## config.mk

```make
export PLATFORM = sky130hd
export DESIGN_NAME = seq_series_sum_flat
export DESIGN_NICKNAME = d
export VERILOG_FILES = /design/src/rtl/seq_series_sum_pkg.sv /design/src/rtl/seq_series_sum_if.sv /design/src/rtl/seq_series_acc.sv /design/src/rtl/seq_series_sum.sv /design/src/flat_wrapper.sv
export SDC_FILE = /design/constraint.sdc
export NUM_CORES = 1
export LEC_CHECK = 0
export ABC_AREA = 1
export CORE_UTILIZATION = 55
export CTS_BUF_LIST = sky130_fd_sc_hd__clkbuf_2
export CTS_CLUSTER_SIZE = 16
export DETAILED_ROUTE_END_ITERATION = 7
export PLACE_DENSITY = 0.82
export SLEW_MARGIN = 20
export SYNTH_ARGS = -nofsm -noshare
export SYNTH_HDL_FRONTEND = slang
export SYNTH_HIERARCHICAL = 1
export SYNTH_SLANG_ARGS = --single-unit
```

## constraint.sdc

```tcl
create_clock -name clk -period 2 [get_ports clk]
set_clock_uncertainty 0.1 [all_clocks]
set_input_delay 0.4 -clock clk [delete_from_list [all_inputs] [get_ports clk]]
set_output_delay 0.4 -clock clk [all_outputs]
set_load 0.02 [all_outputs]
```

## src/rtl/seq_series_sum_pkg.sv

```systemverilog
// Shared types and constants for the series-sum engine: FSM state encoding,
// series mode constants and the default result-width helper.
package seq_series_sum_pkg;

    typedef enum logic [1:0] {
        ST_IDLE = 2'd0,
        ST_RUN  = 2'd1,
        ST_DONE = 2'd2
    } state_t;

    localparam logic MODE_EVEN = 1'b0;
    localparam logic MODE_ODD  = 1'b1;

    // Wide enough for the odd-series worst case, which is the larger of the two.
    function automatic int sum_w(input int n_w);
        return 2 * n_w - 1;
    endfunction

endpackage

```

## src/rtl/seq_series_sum_if.sv

```systemverilog
// Request/result bundle between a controller (master) and the series-sum
// engine (slave). Widths follow the engine's N_W / S_W parameters.
interface seq_series_sum_if
    import seq_series_sum_pkg::*;
#(
    parameter int N_W = 4,
    parameter int S_W = sum_w(N_W)
);
    logic           start;
    logic           mode;
    logic [N_W-1:0] N;
    logic [S_W-1:0] S;
    logic           busy;
    logic           done;
    logic           ovf;

    modport master (output start, mode, N, input S, busy, done, ovf);
    modport slave  (input start, mode, N, output S, busy, done, ovf);
endinterface

```

## src/rtl/seq_series_acc.sv

```systemverilog
// S_W-bit accumulator with clear, add-enable and sticky carry-out detect.
// SEQ_SERIES_SUM_SAT_EN: clamp to all-ones once overflowed; otherwise wrap.
module seq_series_acc
    import seq_series_sum_pkg::*;
#(
    parameter int S_W = 7,
    parameter int T_W = 5
) (
    input  logic           clk,
    input  logic           rst,
    input  logic           clr_i,
    input  logic           add_i,
    input  logic [T_W-1:0] term_i,
    output logic [S_W-1:0] acc_o,
    output logic           ovf_o
);
    // One guard bit above the wider operand so the carry is never lost.
    localparam int W = ((S_W > T_W) ? S_W : T_W) + 1;

    logic [S_W-1:0] acc_q, acc_d;
    logic           ovf_q, ovf_d;
    logic [W-1:0]   sum;
    logic           carry;

    always_comb begin
        sum   = W'(acc_q) + W'(term_i);
        carry = |(sum >> S_W);
        acc_d = acc_q;
        ovf_d = ovf_q;
        if (clr_i) begin
            acc_d = '0;
            ovf_d = 1'b0;
        end else if (add_i) begin
            ovf_d = ovf_q | carry;
`ifdef SEQ_SERIES_SUM_SAT_EN
            acc_d = (ovf_q | carry) ? '1 : sum[S_W-1:0];
`else
            acc_d = sum[S_W-1:0];
`endif
        end
    end

    always_ff @(posedge clk or posedge rst) begin
        if (rst) begin
            acc_q <= '0;
            ovf_q <= 1'b0;
        end else begin
            acc_q <= acc_d;
            ovf_q <= ovf_d;
        end
    end

    assign acc_o = acc_q;
    assign ovf_o = ovf_q;
endmodule

```

## src/rtl/seq_series_sum.sv

```systemverilog
// Iterative series-sum engine: one term per clock, even (2+4+..) or odd
// (1+3+..) series up to N. Overflow policy set by SEQ_SERIES_SUM_SAT_EN.
module seq_series_sum
    import seq_series_sum_pkg::*;
#(
    parameter int N_W = 4,
    parameter int S_W = sum_w(N_W)
) (
    input  logic             clk,
    input  logic             rst,
    seq_series_sum_if.slave  bus
);
    localparam int T_W = N_W + 1;

    state_t         state_q, state_d;
    logic [N_W-1:0] n_q, n_d;
    logic [T_W-1:0] term_q, term_d;
    logic [S_W-1:0] s_q, s_d;
    logic           ovf_q, ovf_d;
    logic           busy_q, busy_d;
    logic           done_q, done_d;

    logic           acc_clr, acc_add, acc_ovf, term_le;
    logic [S_W-1:0] acc;

    // term_q carries an extra bit so N+2 never wraps below N.
    assign term_le = (term_q <= {1'b0, n_q});
    assign acc_clr = (state_q == ST_IDLE) && bus.start;
    assign acc_add = (state_q == ST_RUN) && term_le;

    seq_series_acc #(.S_W(S_W), .T_W(T_W)) u_acc (
        .clk    (clk),
        .rst    (rst),
        .clr_i  (acc_clr),
        .add_i  (acc_add),
        .term_i (term_q),
        .acc_o  (acc),
        .ovf_o  (acc_ovf)
    );

    always_ff @(posedge clk or posedge rst) begin
        if (rst) state_q <= ST_IDLE;
        else     state_q <= state_d;
    end

    always_comb begin
        state_d = state_q;
        unique case (state_q)
            ST_IDLE: if (bus.start) state_d = ST_RUN;
            ST_RUN:  if (!term_le)  state_d = ST_DONE;
            ST_DONE:                state_d = ST_IDLE;
            default:                state_d = ST_IDLE;
        endcase
    end

    always_comb begin
        n_d    = n_q;
        term_d = term_q;
        s_d    = s_q;
        ovf_d  = ovf_q;
        busy_d = (state_d != ST_IDLE);
        done_d = 1'b0;
        if (acc_clr) begin
            n_d    = bus.N;
            term_d = (bus.mode == MODE_ODD) ? T_W'(1) : T_W'(2);
        end else if (acc_add) begin
            term_d = term_q + T_W'(2);
        end else if (state_q == ST_RUN) begin
            s_d    = acc;
            ovf_d  = acc_ovf;
            done_d = 1'b1;
        end
    end

    always_ff @(posedge clk or posedge rst) begin
        if (rst) begin
            n_q    <= '0;
            term_q <= '0;
            s_q    <= '0;
            ovf_q  <= 1'b0;
            busy_q <= 1'b0;
            done_q <= 1'b0;
        end else begin
            n_q    <= n_d;
            term_q <= term_d;
            s_q    <= s_d;
            ovf_q  <= ovf_d;
            busy_q <= busy_d;
            done_q <= done_d;
        end
    end

    assign bus.S    = s_q;
    assign bus.ovf  = ovf_q;
    assign bus.busy = busy_q;
    assign bus.done = done_q;
endmodule

```

## src/flat_wrapper.sv

```systemverilog
// flat-port wrapper written by rule: the top's interface ports become plain ports
module seq_series_sum_flat import seq_series_sum_pkg::*;
#(
    parameter int N_W = 4,
    parameter int S_W = sum_w(N_W)
)
  (clk, rst, bus_start, bus_mode, bus_N, bus_S, bus_busy, bus_done, bus_ovf);
  seq_series_sum_if #(.N_W(N_W), .S_W(S_W)) bus_i ();
  input  logic clk;
  input  logic rst;
  input wire logic [$bits(bus_i.start)-1:0] bus_start;
  input wire logic [$bits(bus_i.mode)-1:0] bus_mode;
  input wire logic [$bits(bus_i.N)-1:0] bus_N;
  output wire logic [$bits(bus_i.S)-1:0] bus_S;
  output wire logic [$bits(bus_i.busy)-1:0] bus_busy;
  output wire logic [$bits(bus_i.done)-1:0] bus_done;
  output wire logic [$bits(bus_i.ovf)-1:0] bus_ovf;
  assign bus_i.start = bus_start;
  assign bus_i.mode = bus_mode;
  assign bus_i.N = bus_N;
  assign bus_S = bus_i.S;
  assign bus_busy = bus_i.busy;
  assign bus_done = bus_i.done;
  assign bus_ovf = bus_i.ovf;
  seq_series_sum #(.N_W(N_W), .S_W(S_W)) u_core (.clk(clk), .rst(rst), .bus(bus_i));
endmodule
```

After elaboration in Yosys (flattened, before gate mapping)
Index checks and enable logic that the tools add are counted.

storage, ports and cells
  flip-flop bits (word level) = 29
  input port bits = 8

operators by class
  reduce and logical (&&, ||, !) cells = 6
  mux-type cells = 13
  bitwise gates (word level) = 3
  equality and inequality tests = 1
  magnitude comparators = 1
  add/sub/neg operators = 2

operators with widths
  cell                 number
  $mux 7               2
  $mux 5               2
  $add 7x5->8          1
  $mux 2               3
  $add 5x2->5 const B  1
  $le 5x4->1           1
  $mux 1               5
  $pmux 2 s2           1
  $reduce_bool 2->1    2
  $reduce_and 3->1     1
  $eq 2x1->1 const B   1
  $logic_and 1x1->1    2
  $logic_not 2->1      1
  $not 1->1            2
  $or 1x1->1           1

Longest topological paths before layout
Gate-level depths: netlist of the first run.

  depth after elaboration = 4
  mapped depth = 14
  depth with buffers taken out = 14

Cells and area by module
Netlist of the first run, hierarchy kept.

modules (own cells, without submodules)
  module          cells an instance  instances  seq. area each (um^2)  area each (um^2)
  seq_series_sum  108                1          525.5                  977.2
  seq_series_acc  81                 1          200.2                  580.6

Least setup slack after synthesis of the first run
Ideal clock, no wire load.

  kind = reg-to-reg
  from = reg u_core.term_q[1]
  to = reg u_core.u_acc.acc_q[6] (netlist: u_core/u_acc/acc_o[6])
  path slack = 148 ps
  arrival time = 1633 ps
  cell stages (with the launch flop) = 13
  clock period less this slack = 1852 ps
  cell sequence = dfrtp_1 -> ha_1 -> inv_1 -> nor2_1 -> nand3_1 -> nand2_2 -> nand2_2 -> nand2_4 -> inv_2 -> nor2_4 -> nor2_1 -> a21oi_1 -> nor2_1

between the ends
  word-level cells in the longest chain between the ends = 3
  elaborated cells on any way between the ends = 6
  classes of those cells = add/sub: 1; order compare: 1; mux: 2; reduce/logical: 2

ends and longest elaborated chain
  item                         line                  source
  start, declared              seq_series_sum.sv:17  logic [T_W-1:0] term_q, term_d;
  start signal, assigned       seq_series_sum.sv:85  term_q <= term_d;
  $le 5x4->1                   seq_series_sum.sv:27  assign term_le = (term_q <= {1'b0, n_q});
  $logic_and 1x1->1            seq_series_sum.sv:29  assign acc_add = (state_q == ST_RUN) && term_le;
  net u_core.acc_add           seq_series_sum.sv:23  logic acc_clr, acc_add, acc_ovf, term_le;
  $reduce_bool 2->1 (no line)  -
  end signal, assigned         seq_series_acc.sv:45  acc_q <= '0;
  end signal, assigned         seq_series_acc.sv:48  acc_q <= acc_d;
  end, declared                seq_series_acc.sv:20  logic [S_W-1:0] acc_q, acc_d;

The timed path passes the listed nets, and every way through them passes these cells. The select of a mux whose other input is x is not followed.
A chain may end at the register's enable or synchronous reset.

Final worst setup path of the first run
  from = reg u_core.term_q[3]
  to = reg u_core.u_acc.acc_q[6] (netlist: u_core/u_acc/acc_o[6])

The elaborated chain is that of the path after synthesis.

==> results of run 1 <==
## power by group
part | internal, mW | switching [mW] | leakage (nW) | total, mW
clock | 0.0877 | 0.206 | 0.0327 | 0.294
sequential | 0.778 | 0.135 | 0.377 | 0.913
combinational | 0.722 | 1.07 | 0.645 | 1.79
## worst register-to-register path, cell delays in order (launching register included)
cell                      delay [ps]
sky130_fd_sc_hd__dfrtp_1         450
sky130_fd_sc_hd__ha_4            280
sky130_fd_sc_hd__nand2_1          80
sky130_fd_sc_hd__nor2_1          140
sky130_fd_sc_hd__nor2_2           60
sky130_fd_sc_hd__nand2_2          90
sky130_fd_sc_hd__nand2_2          90
sky130_fd_sc_hd__nand2_4          80
sky130_fd_sc_hd__inv_4            40
sky130_fd_sc_hd__nor2_4          190
sky130_fd_sc_hd__nor2_2           80
sky130_fd_sc_hd__a21oi_1         150
sky130_fd_sc_hd__nor2_1           60
## cell usage after synthesis (all sizes together)
library cell  number  area (sq um)
a21oi              4          20.0
a22o               1          8.76
and3               1          6.26
clkinv             1          3.75
dfrtp             29           726
fa                 1          20.0
ha                10           125
inv               28           108
nand2             70           285
nand3             15          87.6
nand3b             1          7.51
nand4              1          6.26
nor2              14          75.1
o21a               1          7.51
o21ai              7          35.0
o22ai              1          6.26
or2                2          12.5
xor2               2          17.5
## worst paths after layout
check / to / startpoint / slack [ps]
max in group asynchronous: u_core/term_q[2] / rst / 1310
worst max-delay path: u_core/u_acc/acc_o[6] / u_core/term_q[3] / 30
min in group clk: u_core/bus.S[4] / u_core/bus.S[4] / 400
worst min-delay path: u_core/u_acc/acc_o[6] / rst / 180
worst max register to register: u_core/u_acc/acc_o[6] / u_core/term_q[3] / 30
worst min register to register: u_core/bus.S[4] / u_core/bus.S[4] / 400
## cell type report
| type | instances | area share (%) |
|---|---|---|
| clock buffer | 6 | 1.55 |
| timing repair buffer | 26 | 12.5 |
| inverter | 29 | 5.89 |
| clock inverter | 2 | 0.518 |
| multi-input combinational | 131 | 40.1 |
| sequential | 29 | 37.5 |
| tap | 30 | 1.94 |
## what timing repair did
item,CTS,global route
cloned,0,0
pin swaps,1,11
setup endpoints to repair,2,8
setup buffers,1,3
gates resized for setup,0,15
## metrics by stage
step	cell area, sq um	util (%)	TNS (ps)
after global placement	1800	70.2	0
after global routing	1930	75.3	-19.9
after CTS	1850	72.1	0
after floorplan	1560	-	0
final	1930	75.3	0
after detailed placement	1800	70.2	0
## cells by family (layout without fill, tap and decap cells)
kind of cell / Yosys count / in the layout / share of synthesized area, %
AND/OR/NAND/NOR: 104 / 104 / 30.8
flip-flops: 29 / 29 / 46.6
buffers and inverters: 29 / 63 / 7.15
AO/OA/AOI/OAI: 14 / 14 / 4.98
adder cells (fa/ha/maj): 11 / 11 / 9.32
XOR/XNOR: 2 / 2 / 1.12
## layer usage
| metal | wire length, um | part of all wire [%] | vias up | track usage (%) |
|---|---|---|---|---|
| met1 | 1570 | 45 | 631 | 30.2 |
| met2 | 1650 | 48 | 52 | 39.8 |
| li1 | - | - | 656 | - |
| met5 | 0 | 0 | - | 0 |
| met4 | 61 | 1.8 | 0 | 8.93 |
| met3 | 174 | 5.0 | 6 | 6.56 |
## sequential cells by signal (all words and copies together), names as in the netlist
name / flops
u_core/bus.S: 7
u_core/bus.busy: 1
u_core/bus.done: 1
u_core/bus.ovf: 1
u_core/n_q: 4
u_core/state_q: 2
u_core/term_q: 5
u_core/u_acc/acc_o: 7
u_core/u_acc/ovf_o: 1
==> results, run 1 <==
- The run finished with clean final reports.
- The maximum number of pins on one net before global-route repair is 22.
- In this run the number of H-tree levels came out at 2.
- The cell family contributing the most delay on the critical path is simple AND/OR/NAND/NOR gates.
- The worst setup path is captured at a flop.
- The number of instances in the synthesized netlist is 189.
- The largest fanout of any net on the critical path is 6.
- The post-detailed-route wirelength per cell is 13.7 um.
- The synthesized net count is 208.
- Once routing completed, OpenROAD measured the worst setup slack at 34.8 ps.
- Pin placement for this block handled 18 I/O pins.
- The non-filler instance count after layout is 253.
- The longest clock path from root to sink contains 2 buffers.
- The die covers 0.00305 sq mm.
- The wire length after detailed routing is 3.46 mm.
- The congestion estimate from routability-driven global placement came to 0.824.
- The initial antenna violation count is 0.
- The slowest stage cell on the critical path is sky130_fd_sc_hd__dfrtp_1.
- The maximum operating frequency is 509 MHz.
- The total area inside the core boundary comes to 0.00257 sq mm.
- Of the available clock period, the critical path in the final layout requires 98.3%.
- The total global routing track utilization is 24.1%.
- The share of the Yosys chip area taken by registers is 46.6%.
- The setup violation total in the final timing report is 0.
- The count of max-cap constraint violations is 0.
- The number of unique standard cell types used by synthesis is 27.
- The first routing iteration left 58 violations.
- The classification of the worst setup path is reg2reg.
- Leaving out fill and tap cells, the most frequent cell in the layout is sky130_fd_sc_hd__nand2_1.
- Counting both buffers and inverters, the worst setup path holds a total of 1.
- The worst setup slack after placement is 7.73 ps.
- The synthesized design contains 29 register bits.
- The signal on the critical path passes through ha_4 -> nand2_1 -> nor2_1 -> nor2_2 -> nand2_2 -> nand2_2 -> nand2_4 -> inv_4 -> nor2_4 -> nor2_2 -> a21oi_1 -> nor2_1.
- After filler insertion, the fill cell instance count of the layout stands at 188.
- The instance count on the critical path is 12.
- The time the worst path needs with I/O delays and setup is 1970 ps.
- The number of port buffers is 17.
- TritonCTS built the clock tree.
- For this design the static power due to leakage is 1.05 nW.
- In this run the clock root is driven by a sky130_fd_sc_hd__clkbuf_2.
- The post-synth design cell area is 0.00156 sq mm.
- The remaining antenna violation count is 0.
- The number of vias after detailed routing is 1345.
- VDD sags by at most 1160 uV.
- The via count of the first global-routing pass was 1333.
- For this run, the post-layout net count is 241.
- The arrival time of the worst setup path is 2130 ps.
- The clock drives 29 sinks.
- The horizontal extent of the die is 55.2 um.
- The first detailed-routing pass ran for 4 iterations.
- The count of antenna diodes in the layout is 0.
- The quantity of hold-fixing buffers added after cts is 0.
- In this run the power density over the cells is 1550 mW/mm^2.
- The number of failing hold endpoints at the final stage is 0.
- Once the floorplan was initialized, standard cells occupied 60.7% of the core.
- At the pin with the least slew margin, the transition time is 276 ps.
- The headroom to the max-slew limit is 81.6%.
- The cell count after placement is 241.
- The minimum hold slack is 183 ps.
- In this run the core area contains 18 standard-cell rows.
- The layout-stage area growth over the synthesis result is 24.1%.
- The die span in y is 55.2 um.
- Counting cells, the worst reg-to-reg path comes to 12.
- The post-detailed-route DRC marker count is 0.
- On the worst path, the slowest cell contributes a delay of 450 ps.
- Leaving out fill and tap cells, the most frequent cells in the layout are sky130_fd_sc_hd__nand2_1 (65), sky130_fd_sc_hd__dfrtp_1 (29), sky130_fd_sc_hd__inv_1 (18).
- Setup repair after global routing could not meet its margin everywhere.
- The count of pins over their slew limit is 0.
- In the final layout, the multi-input gates occupy 774 sq um.
- Counting the buffers created by CTS gives 5.
- The later-pin clock latency in the skew report is 360 ps.
- The path class of the tightest hold or removal check is in2async.
- Registers take 726 sq um.
- Clock-pin slew was measured on the worst setup and hold paths at 150 ps.
- For the worst setup path, the data required time is 2170 ps.
- STA classifies the critical path startpoint as a flop.
- The overall power of the completed layout is 3.00 mW.
- The average instance in the mapped netlist occupies 8.24 sq um.
- The first-pass GRT wire length is 5.71 mm.
- The yosys synthesis warning count is 6.
- The final HPWL from detailed placement is 2.56 mm.
- Dividing the detail-routed via count by the number of cells gives 5.32.
- The share of post-route cells with drive strength above 1 is 20.2%.
- Summed over all layers, the global routing overflow is 0.
Note: power is estimated with default switching activity, not from simulation.
==> run 2, diff against run 1 <==
- CAP_MARGIN: unset -> 10
- CTS_CLUSTER_DIAMETER: unset -> 80
==> results of run 2 <==
Final layout, timing and power as in run 1 (identical DEF).
